[config.mk]
export PLATFORM = sky130hd
export DESIGN_NAME = hcr_stream_arbiter
export DESIGN_NICKNAME = d
export VERILOG_FILES = /design/src/rtl/hcr_stream_arbiter.sv
export SDC_FILE = /design/constraint.sdc
export NUM_CORES = 1
export LEC_CHECK = 0
export CAP_MARGIN = 25
export CORE_MARGIN = 2
export CORE_UTILIZATION = 58
export DETAILED_ROUTE_END_ITERATION = 10
export HOLD_SLACK_MARGIN = 0.03
export PLACE_DENSITY = 0.89
export SYNTH_ARGS = -nofsm -noshare
export SYNTH_HDL_FRONTEND = slang
export SYNTH_SLANG_ARGS = --single-unit
[constraint.sdc]
create_clock -name bus_clk -period 4.16 [get_ports bus_clk]
set_input_delay 0.624 -clock bus_clk [delete_from_list [all_inputs] [get_ports bus_clk]]
set_output_delay 0.624 -clock bus_clk [all_outputs]
set_load 0.05 [all_outputs]
[src/rtl/hcr_stream_arbiter.sv]
// ---------------------------------------------------------------------------
// hcr_stream_arbiter
//   Round-robin scheduler that multiplexes NUM_SRC user source FIFOs onto the
//   single 32-bit Xillybus host-read stream. Each grant emits one framing
//   header {A5, 0, gid, len} followed by up to MAX_BURST data words from the
//   granted source. Words are staged in an internal standard (non-FWFT) FIFO
//   whose read port connects straight to the core's hcr read interface.
//
// Ports
//   bus_clk, trn_reset_n        clock, synchronous active-low reset
//   user_r_hcr_rden/_data/_empty/_eof/_open   Xillybus hcr read interface
//   eof_req                     user request to signal end-of-file
//   src_enable/_empty/_count/_data            per-source FIFO status/data
//   src_rden                    per-source read strobe (one-hot or zero)
//   busy                        scheduler is mid-grant
// ---------------------------------------------------------------------------
module hcr_stream_arbiter #(
    parameter int NUM_SRC   = 4,
    parameter int MAX_BURST = 64,
    parameter int CNT_W     = 10,
    parameter int OUT_DEPTH = 16
) (
    input  logic                     bus_clk,
    input  logic                     trn_reset_n,
    input  logic                     user_r_hcr_rden,
    output logic [31:0]              user_r_hcr_data,
    output logic                     user_r_hcr_empty,
    output logic                     user_r_hcr_eof,
    input  logic                     user_r_hcr_open,
    input  logic                     eof_req,
    input  logic [NUM_SRC-1:0]       src_enable,
    input  logic [NUM_SRC-1:0]       src_empty,
    input  logic [NUM_SRC*CNT_W-1:0] src_count,
    input  logic [NUM_SRC*32-1:0]    src_data,
    output logic [NUM_SRC-1:0]       src_rden,
    output logic                     busy
);

    localparam int SRC_W = (NUM_SRC > 1) ? $clog2(NUM_SRC) : 1;
    localparam int PTR_W = $clog2(OUT_DEPTH);
    localparam logic [PTR_W:0]   DEPTH_C = (PTR_W+1)'(OUT_DEPTH);
    localparam logic [SRC_W:0]   NSRC_C  = (SRC_W+1)'(NUM_SRC);
    localparam logic [SRC_W-1:0] LAST_C  = SRC_W'(NUM_SRC - 1);

    typedef enum logic [1:0] {S_IDLE, S_HDR, S_DATA, S_DONE} state_t;

    state_t           state_q, state_d;
    logic [SRC_W-1:0] rr_q, rr_d;
    logic [SRC_W-1:0] gid_q, gid_d;
    logic [15:0]      len_q, len_d;
    logic [15:0]      issued_q, issued_d;
    logic [15:0]      written_q, written_d;
    logic             inflight_q;
    logic             eof_q;
    logic             open_q;

    // output FIFO
    logic [31:0]      mem [OUT_DEPTH];
    logic [PTR_W-1:0] wptr_q, rptr_q;
    logic [PTR_W:0]   cnt_q;
    logic [31:0]      rdata_q;

    // ---------------- eligibility and round-robin pick ----------------
    logic [NUM_SRC-1:0] elig;
    logic               found;
    logic [SRC_W-1:0]   sel;
    logic [SRC_W:0]     idx;
    logic [CNT_W-1:0]   sel_cnt;
    logic [15:0]        sel_len;
    logic [31:0]        src_word;

    always_comb begin
        for (int i = 0; i < NUM_SRC; i++) begin
            elig[i] = src_enable[i] & ~src_empty[i] & (src_count[i*CNT_W +: CNT_W] != '0);
        end
    end

    // Walk rr, rr+1, ... modulo NUM_SRC; first eligible wins.
    always_comb begin
        found = 1'b0;
        sel   = '0;
        idx   = '0;
        for (int k = 0; k < NUM_SRC; k++) begin
            idx = {1'b0, rr_q} + (SRC_W+1)'(k);
            if (idx >= NSRC_C) idx = idx - NSRC_C;
            if (!found && elig[idx[SRC_W-1:0]]) begin
                found = 1'b1;
                sel   = idx[SRC_W-1:0];
            end
        end
    end

    always_comb begin
        sel_cnt  = '0;
        src_word = '0;
        for (int i = 0; i < NUM_SRC; i++) begin
            if (sel == SRC_W'(i))   sel_cnt  = src_count[i*CNT_W +: CNT_W];
            if (gid_q == SRC_W'(i)) src_word = src_data[i*32 +: 32];
        end
        if (32'(sel_cnt) > 32'(MAX_BURST)) sel_len = 16'(MAX_BURST);
        else                               sel_len = 16'(sel_cnt);
    end

    // ---------------- output FIFO control ----------------
    logic           fifo_full, fifo_empty, rd_fire, hdr_wr, wr_en, wr_ok, issue;
    logic [31:0]    wr_data;
    logic [PTR_W:0] occ;

    assign fifo_full  = (cnt_q == DEPTH_C);
    assign fifo_empty = (cnt_q == '0);
    assign rd_fire    = user_r_hcr_rden & ~fifo_empty;
    assign hdr_wr     = (state_q == S_HDR) & ~fifo_full;
    // Data words land one cycle after their src_rden; header and data never overlap.
    assign wr_en      = hdr_wr | inflight_q;
    assign wr_data    = hdr_wr ? {8'hA5, 4'h0, 4'(gid_q), len_q} : src_word;
    assign wr_ok      = wr_en & (~fifo_full | rd_fire);
    // Reserve a slot for the word already requested but not yet written.
    assign occ        = cnt_q + {{PTR_W{1'b0}}, inflight_q};
    assign issue      = (state_q == S_DATA) & (issued_q < len_q) & (occ < DEPTH_C);

    always_comb begin
        for (int i = 0; i < NUM_SRC; i++) begin
            src_rden[i] = issue & (gid_q == SRC_W'(i));
        end
    end

    // ---------------- FSM ----------------
    always_comb begin
        state_d   = state_q;
        rr_d      = rr_q;
        gid_d     = gid_q;
        len_d     = len_q;
        issued_d  = issued_q;
        written_d = written_q;
        case (state_q)
            S_IDLE: begin
                if (user_r_hcr_open && found) begin
                    gid_d     = sel;
                    len_d     = sel_len;
                    issued_d  = '0;
                    written_d = '0;
                    state_d   = S_HDR;
                end
            end
            S_HDR: begin
                if (!fifo_full) state_d = S_DATA;
            end
            S_DATA: begin
                if (issue)      issued_d  = issued_q + 16'd1;
                if (inflight_q) written_d = written_q + 16'd1;
                if (written_q == len_q) state_d = S_DONE;
            end
            S_DONE: begin
                rr_d    = (gid_q == LAST_C) ? '0 : gid_q + SRC_W'(1);
                state_d = S_IDLE;
            end
            default: state_d = S_IDLE;
        endcase
    end

    always_ff @(posedge bus_clk) begin
        if (!trn_reset_n) begin
            state_q    <= S_IDLE;
            rr_q       <= '0;
            gid_q      <= '0;
            len_q      <= '0;
            issued_q   <= '0;
            written_q  <= '0;
            inflight_q <= 1'b0;
            wptr_q     <= '0;
            rptr_q     <= '0;
            cnt_q      <= '0;
            rdata_q    <= '0;
            eof_q      <= 1'b0;
            open_q     <= 1'b0;
        end else begin
            state_q    <= state_d;
            rr_q       <= rr_d;
            gid_q      <= gid_d;
            len_q      <= len_d;
            issued_q   <= issued_d;
            written_q  <= written_d;
            inflight_q <= issue;
            open_q     <= user_r_hcr_open;
            if (wr_ok)   wptr_q <= wptr_q + PTR_W'(1);
            if (rd_fire) begin
                rptr_q  <= rptr_q + PTR_W'(1);
                rdata_q <= mem[rptr_q];
            end
            case ({wr_ok, rd_fire})
                2'b10:   cnt_q <= cnt_q + (PTR_W+1)'(1);
                2'b01:   cnt_q <= cnt_q - (PTR_W+1)'(1);
                default: cnt_q <= cnt_q;
            endcase
            // Host closing the file wins over a pending set.
            if (open_q && !user_r_hcr_open)
                eof_q <= 1'b0;
            else if (eof_req && state_q == S_IDLE && fifo_empty)
                eof_q <= 1'b1;
        end
    end

    // Storage is not reset; pointers define what is valid.
    always_ff @(posedge bus_clk) begin
        if (wr_ok) mem[wptr_q] <= wr_data;
    end

    assign user_r_hcr_data  = rdata_q;
    assign user_r_hcr_empty = fifo_empty;
    assign user_r_hcr_eof   = eof_q;
    assign busy             = (state_q != S_IDLE);

endmodule
### Word level (Yosys, flattened, before mapping)

Memory sizes are Yosys's and may differ from the RTL's. A register that Yosys moved wholly into a read port is not among the register bits.
Index checks and enable logic that the tools add are counted.

* $add $sub $neg: 15
* $lt $le $gt $ge: 11
* equality and inequality tests: 18
* mux-type cells: 43
* bitwise gates (word level): 26
* reduce and logical (&&, ||, !) cells: 28

Operators by type and width (count)
* two-way mux 32 bit: 5
* one-hot mux 16 bit (2 select lines): 2
* two-way mux 10 bit: 5
* two-way mux 16 bit: 3
* nonzero test 10 bit: 4
* adder 16 x 1 -> 16 bit, second input constant: 2
* two-way mux 2 bit: 12
* bitwise AND 1 bit: 17
* equality test 16 bit: 1
* less-than comparator 16 bit: 1
* equality test 2 bit, second input constant: 7
* less-than comparator 2 x 3 -> 1 bit, second input constant: 4
* greater-than comparator 10 x 7 -> 1 bit, second input constant: 1
* two-way mux 1 bit: 10
* one-hot mux 5 bit (2 select lines): 1
* >= comparator 3 bit, second input constant: 3
* AND reduction 3 bit: 3
* adder 4 x 1 -> 4 bit, second input constant: 2
* binary-select mux 1 bit (select 2 bit): 4
* equality test 2 x 1 -> 1 bit, second input constant: 4
* inequality test 2 bit, second input constant: 4
* one-hot mux 2 bit (4 select lines): 1
* subtractor 2 x 1 -> 2 bit, second input constant: 4
* logical AND 1 bit: 7
* other kinds (18): 34

* register bits: 70
* memory bits (writable): 512
* bits of input ports: 181
* output and inout bits: 39
* word-level logic and storage cells: 154
* memories kept: 1

Memories
* mem: words 16, width 32, rd ports 1, clocked after memory_dff 1, wr ports 1, line 58 `logic [31:0] mem [OUT_DEPTH];`

### Logic depth before layout (Yosys ltp)

Gate-level depths: netlist of the first run.

* depth after elaboration: 22
* depth in mapped cells: 15
* gate-level depth less buffers: 14

### Worst setup path after synthesis of the first run

Ideal clock, no wire load.

* kind: register -> register
* start: register cnt_q[0]
* end: register cnt_q[4]
* library setup time: 76 ps
* arrival time: 3808 ps
* data required time: 4084 ps
* path slack: 276 ps
* cell stages (with the launch flop): 16
* path buffers: 2
* clock period less this slack: 3884 ps
* cells stage by stage: dfxtp_1 > nor4_1 > nor2b_1 > nand2b_1 > clkbuf_1 > clkinv_1 > clkbuf_1 > ha_1 > inv_1 > fa_1 > inv_1 > a21o_1 > a21oi_1 > xnor2_1 > or3_1 > a21boi_0

* word-level cells in the longest chain between the ends: 7
* elaborated cells between the ends (all ways): 15
* classes of those cells: add/sub: 2; eq/ne: 3; mux: 1; bitwise: 7; reduce/logical: 2

Ends and longest elaborated chain
* from (decl): line 60 `logic [PTR_W:0] cnt_q;`
* from (signal assigned): line 191 `2'b10: cnt_q <= cnt_q + (PTR_W+1)'(1);`
* from (signal assigned): line 192 `2'b01: cnt_q <= cnt_q - (PTR_W+1)'(1);`
* from (signal assigned): line 193 `default: cnt_q <= cnt_q;`
* logical NOT 5 bit (*): line 110 `assign fifo_empty = (cnt_q == '0);`
* via user_r_hcr_empty: line 27 `output logic user_r_hcr_empty,`
* NOT 1 bit (*): line 111 `assign rd_fire = user_r_hcr_rden & ~fifo_empty;`
* bitwise AND 1 bit (*): line 111
* via rd_fire: line 105 `logic fifo_full, fifo_empty, rd_fire, hdr_wr, wr_en, wr_ok, issue;`
* OR 1 bit: line 116 `assign wr_ok = wr_en & (~fifo_full | rd_fire);`
* bitwise AND 1 bit: line 116
* equality test 2 x 1 -> 1 bit or equality test 2 bit (tied branches): line 190 `case ({wr_ok, rd_fire})`
* one-hot mux 5 bit (2 select lines) or nonzero test 2 bit (tied branches)

Mark *: on every way through the listed nets, which the timed path passes. The rest lies on a longest branch.
A chain may end at the register's enable or synchronous reset.

### Worst setup path in the final report of the first run

* start: register len_q[6]
* end: output src_rden[3]

* word-level cells in the longest chain between the ends: 4

Ends and longest elaborated chain
* from (decl): line 50 `logic [15:0] len_q, len_d;`
* from (signal assigned): line 180 `len_q <= len_d;`
* less-than comparator 16 bit: line 119 `assign issue = (state_q == S_DATA) & (issued_q < len_q) & (occ < DEPTH_C);`
* bitwise AND 1 bit (2 in series): line 119
* bitwise AND 1 bit: line 123 `src_rden[i] = issue & (gid_q == SRC_W'(i));`
* to (decl): line 35 `output logic [NUM_SRC-1:0] src_rden,`

No other way between the ends.

==> results of run 1 <==
cells in the final DEF, fill, tap and decap left out, types with 6 or more instances in the layout:
| cell | instances |
|---|---|
| o211ai_1 | 6 |
| nor2_4 | 12 |
| clkbuf_16 | 57 |
| nand4_1 | 9 |
| clkinv_1 | 10 |
| buf_4 | 43 |
| xnor2_1 | 23 |
| buf_12 | 11 |
| a21oi_2 | 7 |
| nor2b_1 | 9 |
| nand2_1 | 171 |
| bufinv_16 | 7 |
| a21boi_0 | 34 |
| mux4_2 | 160 |
| a21oi_1 | 44 |
| and2_1 | 25 |
| xor2_1 | 11 |
| nand3_1 | 10 |
| clkinv_2 | 13 |
| o21ai_0 | 60 |
| nor4_1 | 10 |
| o21ai_1 | 6 |
| clkbuf_1 | 8 |
| mux2_2 | 6 |
| dfxtp_1 | 92 |
| clkdlybuf4s50_1 | 214 |
| edfxtp_1 | 512 |
| or3_1 | 10 |
| inv_1 | 30 |
| ha_1 | 26 |
| mux2i_1 | 46 |
| nor2_1 | 80 |
final timing paths:
path,slack (ns),to,start
worst max-delay path,0.09,src_rden[3],len_q[6]
worst min-delay path,0.46,user_r_hcr_data[31],user_r_hcr_data[31]
worst max register to register,0.50,mem[10][30],gid_q[0]
worst min register to register,0.46,user_r_hcr_data[31],user_r_hcr_data[31]
cell families after synthesis:
kind of cell,after synthesis,share of synthesized area [%]
and+or+nand+nor,363,6.31
xor gates and xnor gates,34,1.16
buffers and inverters,121,1.88
adders and majority gates,30,1.50
AOI/OAI and AO/OA,197,5.30
DFF,608,67.6
muxes,213,16.2
cells in the mapped netlist (6+ instances only):
library cell	instances
edfxtp_1	512
nand2_1	171
mux4_2	160
dfxtp_1	96
nor2_1	92
clkbuf_1	63
o21ai_0	60
mux2i_1	46
a21oi_1	44
a21boi_0	34
inv_1	30
ha_1	29
and2_1	25
xnor2_1	23
buf_1	17
xor2_1	11
nand3_1	10
nor4_1	10
or3_1	10
nand4_1	9
nor2b_1	9
a21oi_2	7
mux2_2	6
nand2b_1	6
o211ai_1	6
o21ai_1	6
per-layer routing:
layer  track usage (%)  vias to the layer above  routed length, um
li1                  -                     6563                  -
met1              39.0                     8018              24200
met2              53.5                     1432              37900
met3              6.96                      322               9020
met4              14.9                        4               4060
met5                 0                        -                 27
report_power, final:
group          switching (mW)  total (mW)  internal, mW
Combinational            3.25        5.31          2.06
Clock                    2.40        5.43          3.03
Sequential              0.336        8.04          7.70
Total                    5.99        18.8          12.8
sequential cells by signal (all words and copies together), names as in the netlist:
register         flops
mem                512
user_r_hcr_data     32
issued_q            16
written_q           16
len_q               10
cnt_q                5
rptr_q               4
wptr_q               4
gid_q                2
rr_q                 2
state_q              2
inflight_q           1
open_q               1
user_r_hcr_eof       1
layout make-up:
class,count,area (um2)
sequential,608,17300
fill,2478,12500
multi-input combinational,837,7930
timing repair buffer,274,2750
clock buffer,68,1500
tap,585,732
clock inverter,39,413
inverter,32,120
antenna,1,2.50
repair_timing:
| action | 4_1_cts | 5_1_grt |
|---|---|---|
| resized for setup | 3 | 1 |
| buffers inserted | 0 | 0 |
| cloned | 0 | 0 |
| endpoints found under the setup margin | 3 | 3 |
tightest hold or removal path, cell delays in order (launching register included):
cell and delay [ns]:
dfxtp_1 0.31, nand2_1 0.04, a21boi_0 0.06
stage by stage:
step / instances / total power, mW / utilization [%]
5_1_grt: 2444 / 19.3 / 71.1
3_3_place_gp: 2332 / 12.9 / 66.5
6_report: 2444 / 18.8 / 71.1
4_1_cts: 2439 / 18.6 / 70.9
2_1_floorplan: 1566 / 11.4 / -
3_5_place_dp: 2332 / 13.2 / 66.5
==> impl_metrics.tcl, run 1 <==
set metrics [dict create \
    status "finished clean" \
    syn_inst 1566 \
    antenna_found_initial 3 \
    p_per_area_nw_per_um2 611 \
    port_buffers 219 \
    ys_seq_area_share_pct 67.6 \
    initial_core_util_pct 59.1 \
    drtIter0Drc 2476 \
    ys_top_cells_by_area "edfxtp_1 (60%), mux4_2 (14%), dfxtp_1 (7.5%), nand2_1 (2.5%), mux2i_1 (1.8%)" \
    cp_max_fo 10 \
    syn_nets 1777 \
    async_reset_ff_share_pct 0 \
    clkTransAtPathRegs_ns 0.06 \
    h-tree-depth 2 \
    cts_tree "yes" \
    clock-sinks 608 \
    crit_chain "inv_1 > ha_1 > nor3_1 > a2111oi_0 > a311oi_2 > buf_4 > and2_1 > dlygate4sd2_1" \
    fmax_mhz 246 \
    numCtsBuffers 57 \
    worst_slew_pin_slew_ns 1.17 \
    die_y_um 214 \
    cts_hold_buf 0 \
    pin_count 220 \
    finalSetupTns_ns 0 \
    ir_drop_v 0.000496 \
    cp.required_ns 3.54 \
    coreArea_um2 43300 \
    synth_area_leader_cell "edfxtp_1" \
    drc 0 \
    hold_viol_final 0 \
    root_buffer "clkbuf_16" \
    ant_nets 0 \
    arrival_ns 3.45 \
    wl_per_cell_um 30.8 \
    slew_headroom_pct 21.6 \
    power.leakage_nw 9.88 \
    postRouteWirelength_mm 75.2 \
    period_needed_ns 4.07 \
    clkLatencyLatePin_ns 0.64 \
    drv_slew 0 \
    grt.overflow.total 0 \
    grt_first_pass_wirelength_mm 106 \
    critPathSlowestCell "dlygate4sd2_1" \
    cts_buffer_depth 3 \
    yosys_most_used_dff "edfxtp_1" \
    drt-pass1-iter-count 6 \
    ys_types 68 \
    critPathCaptureType "primary output" \
    viasPerCell 6.69 \
    grt_pass1_vias 16800 \
    synth_seq_cells 608 \
    gp_congestion 0.914 \
    num_rows 76 \
    startpoint_type "flop" \
    dieArea_um2 45800 \
    vias 16300 \
    worstSetupPathType "flop to primary output" \
    synth_area_um2 25600 \
    setup_slack_ns 0.0898 \
    path_delay_family "buffers and inverters" \
    holdCritPathClass "flop to flop" \
    die_x_um 214 \
    grt_max_degree 60 \
    crit_path_max_incr_delay_ns 0.54 \
    holdWs_ns 0.461 \
    holdPathStages 2 \
    track_usage_pct 31.6 \
    dpl.hpwl_mm 41.1 \
    synth_top_cell_area_share_pct 60.1 \
    final-setup-viol-count 0 \
    worst-path-stages 8 \
    timing.final.crit_share_pct 97.8 \
    synth_edf_count 512 \
    drive_above_1_share_pct 19.8 \
    rr_worst_depth 8 \
    ys.warnings.count 0 \
    rsz0062_at_grt "no" \
    path_buf_inv 3 \
    post-place-ws_ns 0.558 \
    stdcell_area_um2 30700 \
    nets 2021 \
    area_delta_synth_final_pct 20.2 \
    place_area_um2 28800 \
    syn_area_per_cell_um2 16.3 \
    max-cap-violations 0 \
    fin_skew_ns 0.0331 \
]
No activity file was read; power rests on OpenSTA's default activity.
==> run 2: changes to the inputs <==
--- a/config.mk
+++ b/config.mk
@@ -6,8 +6,10 @@
 export NUM_CORES = 1
 export LEC_CHECK = 0
 export CAP_MARGIN = 25
+export CELL_PAD_IN_SITES_DETAIL_PLACEMENT = 1
+export CELL_PAD_IN_SITES_GLOBAL_PLACEMENT = 2
 export CORE_MARGIN = 2
-export CORE_UTILIZATION = 58
+export CORE_UTILIZATION = 43
 export DETAILED_ROUTE_END_ITERATION = 10
 export HOLD_SLACK_MARGIN = 0.03
 export PLACE_DENSITY = 0.89
==> run 2 against run 1 <==
Effect of this change: clock skew is 0.0079 ns lower; die area is 34% higher; power is 0.73% higher; sequential share of layout area is 0.87 points lower; core utilization is 18 points lower; worst setup slack better by 0.40 ns; critical path type unchanged.
==> impl_metrics.tcl, run 2 (same netlist as run 1, synthesis figures left out) <==
set metrics [dict create \
    crit_chain "inv_1 > ha_1 > nor3_1 > a2111oi_0 > a311oi_2 > buf_4 > and2_1 > dlymetal6s2s_1" \
    grt_pass1_vias 16600 \
    path_delay_family "buffers and inverters" \
    largest_register_ffs 512 \
    hold_viol_final 0 \
    period_needed_ns 3.67 \
    cp.required_ns 3.54 \
    antenna_found_initial 2 \
    postRouteWirelength_mm 71.7 \
    grtUsageMet1_pct 30.1 \
    grt.overflow.total 0 \
    power_switching_mw 5.77 \
    cp_max_fo 11 \
    port_buffers 219 \
    gp_congestion 0.920 \
    clkTransAtPathRegs_ns 0.06 \
    worstSetupPathType "flop to primary output" \
    rr_worst_depth 14 \
    gr-usage-met3_pct 5.48 \
    dieArea_um2 61400 \
    h-tree-depth 2 \
    nFillCells 5556 \
    startpoint_type "flop" \
    clkLatencyLatePin_ns 0.63 \
    drtIter0Drc 1290 \
    vias 15200 \
    crit_path_max_incr_delay_ns 0.48 \
    rsz0062_at_grt "no" \
    max-cap-violations 0 \
    stdcell_count 2649 \
    grt_max_degree 47 \
    initial_core_util_pct 43.4 \
    worst_slew_pin_slew_ns 1.10 \
    cts_resized 0 \
    ant_nets 0 \
    arrival_ns 3.04 \
    power.leakage_nw 10.1 \
    critPathSlowestCell "dfxtp_1" \
    die_y_um 248 \
    holdPathStages 2 \
    num_rows 89 \
    regMostFlops "mem" \
    finalSetupTns_ns 0 \
    wl_per_cell_um 27.1 \
    fin_skew_ns 0.0251 \
    grtUsageMet2_pct 40.6 \
    top_usage_layer "met2" \
    area_delta_synth_final_pct 22.1 \
    root_buffer "clkbuf_16" \
    grt_first_pass_wirelength_mm 107 \
    worst-path-stages 8 \
    path_buf_inv 3 \
    final-setup-viol-count 0 \
    drv_slew 0 \
    slew_headroom_pct 26.3 \
    pin_count 220 \
    cts_hold_buf 0 \
    cts_buffer_depth 3 \
    dpl.hpwl_mm 46.0 \
    drc 0 \
    p_int_mw 13.2 \
    final_cell_mix "edfxtp_1 (512), clkdlybuf4s50_1 (214), nand2_1 (171), mux4_2 (160), dfxtp_1 (92)" \
    mostFrequentLayoutCell "edfxtp_1" \
    nets 2033 \
    clock-sinks 608 \
    swShare_pct 30.5 \
    cts_tree "yes" \
    critPathCaptureType "primary output" \
    p_per_area_nw_per_um2 606 \
    placed_cells 2528 \
    ir_drop_v 0.000422 \
    holdCritPathClass "flop to flop" \
    track_usage_pct 23.8 \
    status "finished clean" \
    drt-pass1-iter-count 5 \
    coreArea_um2 58900 \
    fin_util_pct 53.0 \
    timing.final.crit_share_pct 88.1 \
    seqPwrFrac_pct 42.0 \
    fmax_mhz 273 \
    viasPerCell 5.75 \
    drive_above_1_share_pct 20.3 \
    p_comb_share_pct 27.5 \
    numCtsBuffers 61 \
    pwr-share-clk_pct 30.5 \
    cts_setup_buffers 0 \
    die_x_um 248 \
]
-- run 2: path summary, 6_finish.rpt --
kind,start,end,slack [ns]
min,user_r_hcr_data[17],user_r_hcr_data[17],0.46
max reg2reg,cnt_q[0],cnt_q[4],0.74
min reg2reg,user_r_hcr_data[17],user_r_hcr_data[17],0.46
max,len_q[6],src_rden[3],0.49
-- run 2: cell type report --
| class | instances | area [um2] | area share (%) |
|---|---|---|---|
| Antenna cell | 1 | 2.50 | 0.00801 |
| Clock buffer | 84 | 1720 | 5.52 |
| Clock inverter | 32 | 398 | 1.27 |
| Inverter | 32 | 120 | 0.385 |
| Multi-Input combinational cell | 837 | 7920 | 25.4 |
| Sequential cell | 608 | 17300 | 55.4 |
| Tap cell | 773 | 967 | 3.10 |
| Timing Repair Buffer | 282 | 2780 | 8.92 |
-- run 2: power by group through the flow --
stage	logic, mW	clock network [mW]	registers, mW
6_report	5.20	5.77	7.95
5_1_grt	5.59	6.05	8.01
4_1_cts	5.22	5.84	7.96
3_5_place_dp	5.19	0	8.09
3_3_place_gp	4.96	0	8.04
2_1_floorplan	2.98	0	8.38
-- run 2: through the flow --
stage	total power, mW	area, um2	hold slack [ns]	setup slack, ns
floorplan	11.4	25600	0.430	0.276
global placement	13.0	29000	0.445	0.451
detailed placement	13.3	29100	0.454	0.468
CTS	19.0	31200	0.468	0.0680
global route	19.6	31200	0.479	0.325
finish	18.9	31200	0.462	0.494
-- run 2: worst reg2reg max path, stage by stage, from the launching register on --
cell and delay, ns:
dfxtp_1 0.35, nor4_1 0.50, nand2_1 0.18, o21ai_0 0.20, nand2_1 0.25, inv_1 0.14, ha_1 0.24, inv_1 0.12
fa_1 0.42, inv_1 0.08, a21o_1 0.12, a21oi_1 0.09, xnor2_1 0.15, or3_1 0.32, a21boi_0 0.18
-- run 2: layer usage --
layer  part of all wire, %  wire [um]  vias to the layer above
li1                      -          -                     6577
met1                    39      28000                     7828
met2                    50      35800                      686
met3                   7.8       5570                      141
met4                   3.2       2310                        2
met5                 0.018         13                        -
==> run 3: changes to the inputs <==
--- a/config.mk
+++ b/config.mk
@@ -16,3 +16,4 @@
 export SYNTH_ARGS = -nofsm -noshare
 export SYNTH_HDL_FRONTEND = slang
 export SYNTH_SLANG_ARGS = --single-unit
+export TNS_END_PERCENT = 10
==> results of run 3 <==
No change in the layout: final DEF, timing and power equal those of run 2.
